### config.mk
export PLATFORM = sky130hd
export DESIGN_NAME = rx_gmii_fcs_flat
export DESIGN_NICKNAME = d
export VERILOG_FILES = /design/src/rtl/rx_pkg.sv /design/src/rtl/rx_gmii_fcs_if.sv /design/src/rtl/crc32_byte.sv /design/src/rtl/rx_gmii_fcs.sv /design/src/flat_wrapper.sv
export SDC_FILE = /design/constraint.sdc
export NUM_CORES = 1
export LEC_CHECK = 0
export ABC_CLOCK_PERIOD_IN_PS = 5000
export CAP_MARGIN = 20
export CORE_ASPECT_RATIO = 1.75
export CORE_MARGIN = 3
export CORE_UTILIZATION = 41
export CTS_CLUSTER_SIZE = 40
export DETAILED_ROUTE_END_ITERATION = 8
export HOLD_SLACK_MARGIN = 0.05
export PLACE_DENSITY = 0.63
export SLEW_MARGIN = 20
export SYNTH_ARGS = -nofsm -noshare
export SYNTH_HDL_FRONTEND = slang
export SYNTH_HIERARCHICAL = 1
export SYNTH_SLANG_ARGS = --single-unit
export TNS_END_PERCENT = 5
### constraint.sdc
create_clock -name RX_CLK -period 5 [get_ports RX_CLK]
set_clock_uncertainty 0.1 [all_clocks]
set_input_delay 1 -clock RX_CLK [delete_from_list [all_inputs] [get_ports RX_CLK]]
set_output_delay 1 -clock RX_CLK [all_outputs]
set_load 0.05 [all_outputs]
### src/rtl/rx_pkg.sv
// Purpose: constants and types shared by the GMII RX FCS checker and the future TX FCS generator.
// Latency: none (package only).
// Backpressure: none (package only).
package rx_pkg;
    localparam int OCT = 8;

    localparam logic [OCT-1:0] PRE = 8'b10101010;
    localparam logic [OCT-1:0] SFD = 8'b10101011;

    // Reflected CRC-32 (IEEE 802.3), processed LSB first.
    localparam logic [31:0] CRC32_POLY  = 32'hEDB88320;
    localparam logic [31:0] CRC32_INIT  = 32'hFFFFFFFF;
    // Register value left over after data followed by its own correct FCS.
    localparam logic [31:0] CRC_RESIDUE = 32'hDEBB20E3;

    // Frame length counter width; counts saturate at 2047.
    localparam int LEN_W = 11;
    localparam logic [LEN_W-1:0] MIN_LEN = 11'd64;
    localparam logic [LEN_W-1:0] MAX_LEN = 11'd1518;

    typedef enum logic [1:0] {
        IDLE,
        PRE_S,
        DATA,
        DROP
    } rx_state_t;
endpackage

### src/rtl/rx_gmii_fcs_if.sv
// Purpose: GMII receive pins plus the FCS-stripped byte stream and end-of-frame status.
// Latency: none (wires only).
// Backpressure: none; GMII cannot be stalled, so the stream is valid-only.
// Ports: RX_DV/RXD/RX_ER from the PHY; fcs_data_v/fcs_data byte stream;
//        frame_done strobe with frame_ok, fcs_err, runt_err, long_err, phy_err, frame_len.
interface rx_gmii_fcs_if;
    import rx_pkg::*;

    logic             RX_DV;
    logic [OCT-1:0]   RXD;
    logic             RX_ER;

    logic             fcs_data_v;
    logic [OCT-1:0]   fcs_data;
    logic             frame_done;
    logic             frame_ok;
    logic             fcs_err;
    logic             runt_err;
    logic             long_err;
    logic             phy_err;
    logic [LEN_W-1:0] frame_len;

    // master: the PHY side driving GMII and consuming the stream.
    modport master (
        output RX_DV, RXD, RX_ER,
        input  fcs_data_v, fcs_data, frame_done, frame_ok,
               fcs_err, runt_err, long_err, phy_err, frame_len
    );

    // slave: the FCS checker.
    modport slave (
        input  RX_DV, RXD, RX_ER,
        output fcs_data_v, fcs_data, frame_done, frame_ok,
               fcs_err, runt_err, long_err, phy_err, frame_len
    );
endinterface

### src/rtl/crc32_byte.sv
// Purpose: next CRC-32 register value after one byte, reflected polynomial, LSB first.
// Latency: combinational.
// Backpressure: none.
// Ports: crc_in current register, data byte, crc_out updated register.
module crc32_byte
    import rx_pkg::*;
(
    input  logic [31:0]    crc_in,
    input  logic [OCT-1:0] data,
    output logic [31:0]    crc_out
);
    logic [31:0] c;

    always_comb begin
        c = crc_in;
        for (int i = 0; i < OCT; i++) begin
            if (c[0] ^ data[i]) begin
                c = (c >> 1) ^ CRC32_POLY;
            end else begin
                c = c >> 1;
            end
        end
        crc_out = c;
    end
endmodule

### src/rtl/rx_gmii_fcs.sv
// Purpose: strip preamble/SFD, check FCS, forward frame bytes minus FCS, strobe end-of-frame status.
// Latency: byte i is output the cycle after byte i+4 is sampled; status the cycle after RX_DV drops.
// Backpressure: none; downstream must accept every fcs_data_v byte.
// Ports: RX_CLK, rst (sync, active high), bus (slave side of rx_gmii_fcs_if).
module rx_gmii_fcs
    import rx_pkg::*;
(
    input  logic          RX_CLK,
    input  logic          rst,
    rx_gmii_fcs_if.slave  bus
);
    rx_state_t            state, state_nxt;
    logic                 take;   // a frame byte is being consumed this cycle
    logic                 eof;    // RX_DV dropped while in DATA

    logic [31:0]          crc, crc_nxt;
    logic [LEN_W-1:0]     len;
    logic                 phy;
    // dly[3] is the oldest byte; it leaves once a fifth byte arrives,
    // so the final four bytes (the FCS) are never forwarded.
    logic [3:0][OCT-1:0]  dly;

    logic                 v_q, done_q, ok_q, fcs_q, runt_q, long_q, phy_q;
    logic [OCT-1:0]       d_q;
    logic [LEN_W-1:0]     len_q;
    logic                 fcs_bad, runt, too_long;

    crc32_byte u_crc (
        .crc_in  (crc),
        .data    (bus.RXD),
        .crc_out (crc_nxt)
    );

    assign fcs_bad  = (crc != CRC_RESIDUE);
    assign runt     = (len < MIN_LEN);
    assign too_long = (len > MAX_LEN);

    always_ff @(posedge RX_CLK) begin
        if (rst) begin
            state <= DROP;
        end else begin
            state <= state_nxt;
        end
    end

    always_comb begin
        state_nxt = state;
        take      = 1'b0;
        eof       = 1'b0;
        case (state)
            IDLE: begin
                if (bus.RX_DV) begin
                    if (bus.RXD == PRE)      state_nxt = PRE_S;
                    else if (bus.RXD == SFD) state_nxt = DATA;
                    else                     state_nxt = DROP;
                end
            end
            PRE_S: begin
                if (!bus.RX_DV)          state_nxt = IDLE;
                else if (bus.RXD == PRE) state_nxt = PRE_S;
                else if (bus.RXD == SFD) state_nxt = DATA;
                else                     state_nxt = DROP;
            end
            DATA: begin
                if (bus.RX_DV) begin
                    take = 1'b1;
                end else begin
                    eof       = 1'b1;
                    state_nxt = IDLE;
                end
            end
            DROP: begin
                if (!bus.RX_DV) state_nxt = IDLE;
            end
            default: state_nxt = DROP;
        endcase
    end

    always_ff @(posedge RX_CLK) begin
        if (rst) begin
            crc    <= CRC32_INIT;
            len    <= '0;
            phy    <= 1'b0;
            dly    <= '0;
            v_q    <= 1'b0;
            d_q    <= '0;
            done_q <= 1'b0;
            ok_q   <= 1'b0;
            fcs_q  <= 1'b0;
            runt_q <= 1'b0;
            long_q <= 1'b0;
            phy_q  <= 1'b0;
            len_q  <= '0;
        end else begin
            v_q    <= 1'b0;
            done_q <= 1'b0;
            if (take) begin
                crc <= crc_nxt;
                dly <= {dly[2:0], bus.RXD};
                if (len != {LEN_W{1'b1}}) len <= len + 1'b1;
                if (bus.RX_ER) phy <= 1'b1;
                // Output index is len-4; stop after MAX_LEN-4 bytes to bound RX memory use.
                if (len >= 11'd4 && len < MAX_LEN) begin
                    v_q <= 1'b1;
                    d_q <= dly[3];
                end
            end
            if (eof) begin
                done_q <= 1'b1;
                len_q  <= len;
                fcs_q  <= fcs_bad;
                runt_q <= runt;
                long_q <= too_long;
                phy_q  <= phy;
                ok_q   <= !(fcs_bad || runt || too_long || phy);
                crc    <= CRC32_INIT;
                len    <= '0;
                phy    <= 1'b0;
                dly    <= '0;
            end
        end
    end

    assign bus.fcs_data_v = v_q;
    assign bus.fcs_data   = d_q;
    assign bus.frame_done = done_q;
    assign bus.frame_ok   = ok_q;
    assign bus.fcs_err    = fcs_q;
    assign bus.runt_err   = runt_q;
    assign bus.long_err   = long_q;
    assign bus.phy_err    = phy_q;
    assign bus.frame_len  = len_q;
endmodule

### src/flat_wrapper.sv
// flat-port wrapper written by rule: the top's interface ports become plain ports
module rx_gmii_fcs_flat import rx_pkg::*;
  (RX_CLK, rst, bus_RX_DV, bus_RXD, bus_RX_ER, bus_fcs_data_v, bus_fcs_data, bus_frame_done, bus_frame_ok, bus_fcs_err, bus_runt_err, bus_long_err, bus_phy_err, bus_frame_len);
  rx_gmii_fcs_if bus_i ();
  input  logic RX_CLK;
  input  logic rst;
  input wire logic [$bits(bus_i.RX_DV)-1:0] bus_RX_DV;
  input wire logic [$bits(bus_i.RXD)-1:0] bus_RXD;
  input wire logic [$bits(bus_i.RX_ER)-1:0] bus_RX_ER;
  output wire logic [$bits(bus_i.fcs_data_v)-1:0] bus_fcs_data_v;
  output wire logic [$bits(bus_i.fcs_data)-1:0] bus_fcs_data;
  output wire logic [$bits(bus_i.frame_done)-1:0] bus_frame_done;
  output wire logic [$bits(bus_i.frame_ok)-1:0] bus_frame_ok;
  output wire logic [$bits(bus_i.fcs_err)-1:0] bus_fcs_err;
  output wire logic [$bits(bus_i.runt_err)-1:0] bus_runt_err;
  output wire logic [$bits(bus_i.long_err)-1:0] bus_long_err;
  output wire logic [$bits(bus_i.phy_err)-1:0] bus_phy_err;
  output wire logic [$bits(bus_i.frame_len)-1:0] bus_frame_len;
  assign bus_i.RX_DV = bus_RX_DV;
  assign bus_i.RXD = bus_RXD;
  assign bus_i.RX_ER = bus_RX_ER;
  assign bus_fcs_data_v = bus_i.fcs_data_v;
  assign bus_fcs_data = bus_i.fcs_data;
  assign bus_frame_done = bus_i.frame_done;
  assign bus_frame_ok = bus_i.frame_ok;
  assign bus_fcs_err = bus_i.fcs_err;
  assign bus_runt_err = bus_i.runt_err;
  assign bus_long_err = bus_i.long_err;
  assign bus_phy_err = bus_i.phy_err;
  assign bus_frame_len = bus_i.frame_len;
  rx_gmii_fcs u_core (.RX_CLK(RX_CLK), .rst(rst), .bus(bus_i));
endmodule
==> summary.txt <==
Finish
  – Share of layout cells above drive strength 1: 9.19%
  – Commonest non-fill, non-tap cell in the layout: dfxtp_1
  – Final instance area: 5690 um2
  – Layout Nets: 563
  – Area growth syn-to-layout: 15.8%
  – Most frequent cells in the layout: 104 x dfxtp_1, 43 x xnor2_1, 40 x nor2_1, 40 x nand2_1, 37 x a21oi_1
  – Area of the multi-input gates: 2670 um2
  – Register area: 2080 um2
  – # fillers: 1,075
  – Diodes inserted: 0

Synth
  – Yosys reg bits: 104
  – Main synth FF type: dfxtp_1
  – Synthesized net count: 545
  – Post-synthesis async set-or-reset flop share: 0%
  – Synth Instances: 532
  – Area of the mapped netlist: 4910 um2
  – Synth cell types: 55
  – Yosys warns: 6
  – Sequential share of the synthesized area: 42.4%
  – Post-synth EDFFs: 0
  – Synth Area per Inst: 9.24 um2

Route
  – Post-Route WL: 10,800 um
  – Via density per instance: 5.43
  – Via count: 3,749
  – DRC: 0
  – Pre-antenna DRT Iters: 5
  – Initial drt markers: 278
  – Antenna Nets Post-Route: 0
  – Routed length per placed instance: 15.6 um

STA
  – Hold Vio Cnt, Final: 0
  – RSZ-0062 raised after global routing: false
  – Hold Slack: 351 ps
  – TNS Setup: 0 ps
  – Slew at the pin closest to its max-slew limit: 800 ps
  – Final setup vio count: 0
  – Max-slew headroom: 46.5%
  – Max-slew violations: 0
  – Fin crit share: 62.9%
  – Minimum clock period: 3150 ps
  – Max Clock Freq: 0.318 GHz

Global route
  – Global route overflow: 0
  – First-pass GRT wire length: 17,600 um
  – Antenna violations before repair: 0
  – Number of global-route vias before repair: 3,544
  – Tot GR Track Use: 16.9%
  – Largest net degree at the start of global routing: 67

Worst hold path
  – Worst Hold Depth: 2
  – WHS Endpoint: u_core/dly[11]
  – Worst hold path class: flip-flop to flip-flop
  – Beginning of the worst hold path: u_core/dly[11]

Clock tree
  – Cts repair resizes: 0
  – H-tree depth: 3
  – CTS tree: built
  – Total CTS buffers: 9
  – Clock Sink Count: 104
  – Clock Path Buffers: 2
  – CTS Hold Bufs: 0
  – Buffer count from post-CTS setup fixing: 0
  – Clock Pin Slew Worst Setup and Hold Paths: 70 ps
  – CTS Root Cell: clkbuf_16
  – Clock latency on the worst-skew pair: 340 ps

Worst setup path
  – CP startpoint: bus_RXD[1]
  – Critical path capture point type: flip-flop
  – Critical Path RT: 5130 ps
  – Worst reg2reg path depth: 6
  – R2r startpoint: u_core/crc[3]
  – Worst setup path class: input pin to flip-flop
  – Reg-to-reg setup timing slack: 2700 ps
  – Startpoint types: input pin
  – Crit path DAT: 3270 ps
  – Critical path peak fanout: 7
  – Critical R2R Capture: u_core/crc[25]

Floorplan
  – Die footprint: 13,400 um2
  – # rows: 52
  – Die Wd: 88.8 um
  – IO Pins: 38
  – Core area: 11,600 um2
  – Die height: 151 um
  – Initial Util: 42.2%

Pwr
  – Pwr dens: 360 nW/um2
  – Leakage: 2.04 nW
  – Worst VDD drop: 213 uV

Place
  – Post-DP Area: 5340 um2
  – I/O Buffers: 37
  – Post-DP HPWL: 7310 um
  – Placer congestion estimate: 0.903

Run status
  – Run status: completed

Flow run
  – Max Cap Viol: 0
-- area by class of cell --
| class | instances | area share [%] |
|---|---|---|
| sequential | 104 | 36.6 |
| multi-input combinational | 389 | 46.9 |
| clock buffer | 9 | 3.96 |
| clock inverter | 7 | 1.80 |
| timing repair buffer | 43 | 7.56 |
| inverter | 3 | 0.198 |
| tap | 135 | 2.97 |
-- logic make-up after synthesis --
kind of cell	Yosys count	share of synthesized area, %
buffers and inverters	39	3.46
AOI/OAI and AO/OA	103	14.3
adders and majority gates	1	0.255
xor gates and xnor gates	71	15.8
and+or+nand+nor	205	22.0
DFF	104	42.4
muxes	9	1.83
-- flip-flops by register name, summed over array words and instances (netlist names), 2 cells and up --
| signal | flops |
|---|---|
| u_core/state | 2 |
| u_core/bus.fcs_data | 8 |
| u_core/bus.frame_len | 11 |
| u_core/crc | 32 |
| u_core/len | 11 |
| u_core/dly | 32 |
-- synthesized netlist by cell type (2+ instances only) --
library cell	count	area (um2)
xor2_1	13	114
nand4_1	4	25.0
a22o_1	13	114
dfxtp_1	104	2080
a21oi_1	37	185
o21ai_0	4	20.0
buf_2	10	50.1
and4b_1	2	20.0
or3_1	5	31.3
or4_1	2	15.0
or3_2	2	15.0
xor3_1	2	47.6
xnor2_2	5	81.3
nand2b_1	18	113
mux2i_1	9	90.1
o21ai_1	6	30.0
nor4b_1	2	17.5
buf_1	3	11.3
nand3_1	36	180
nor2_1	40	150
nor4bb_1	3	30.0
xnor2_1	43	377
a21oi_2	4	35.0
nor3_4	2	32.5
nand4b_1	2	17.5
and4_1	2	17.5
nand2_1	40	150
nor3_1	34	170
o21bai_1	32	240
nor4_1	4	25.0
clkbuf_1	21	78.8
xor2_2	5	81.3
-- critical path: stages --
cell             delay [ps]
clkdlybuf4s50_1         540
xnor2_4                 370
xor2_4                  350
xnor3_1                 530
xor3_1                  200
nor3_1                  190
o21bai_1                 90
-- through the flow --
step	utilization, %	total power, W	cells	setup WS [ps]
finish	48.9	0.00205	690	1850
global route	48.9	0.00214	690	1730
CTS	48.6	0.00206	689	1840
detailed placement	45.8	0.00129	673	1520
global placement	45.8	0.00129	673	1540
floorplan	-	0.00121	532	2240
-- layer usage --
layer	track usage, %	share of wire [%]	vias up	routed length, um
met5	0	0	-	0
met3	3.16	3.7	19	402
met4	6.66	2.5	0	272
met1	20.2	42	1772	4570
met2	29.3	51	85	5550
li1	-	-	1873	-
-- power by group --
group	switching (W)	total (W)	internal, W
registers	0.0000280	0.000882	0.000854
logic	0.000212	0.000397	0.000185
clock network	0.000323	0.000768	0.000445
total	0.000563	0.00205	0.00148
-- worst max-delay path by stage --
stage,slack [ps],cells past startpoint,to
final,1850,7,u_core/crc[20]
after floorplan,2240,6,u_core/crc[20]
after global routing,1730,7,u_core/crc[20]
after detailed placement,1520,7,u_core/crc[20]
after CTS,1840,7,u_core/crc[20]
after global placement,1540,7,u_core/crc[23]
Note: power is estimated with default switching activity, not from simulation.
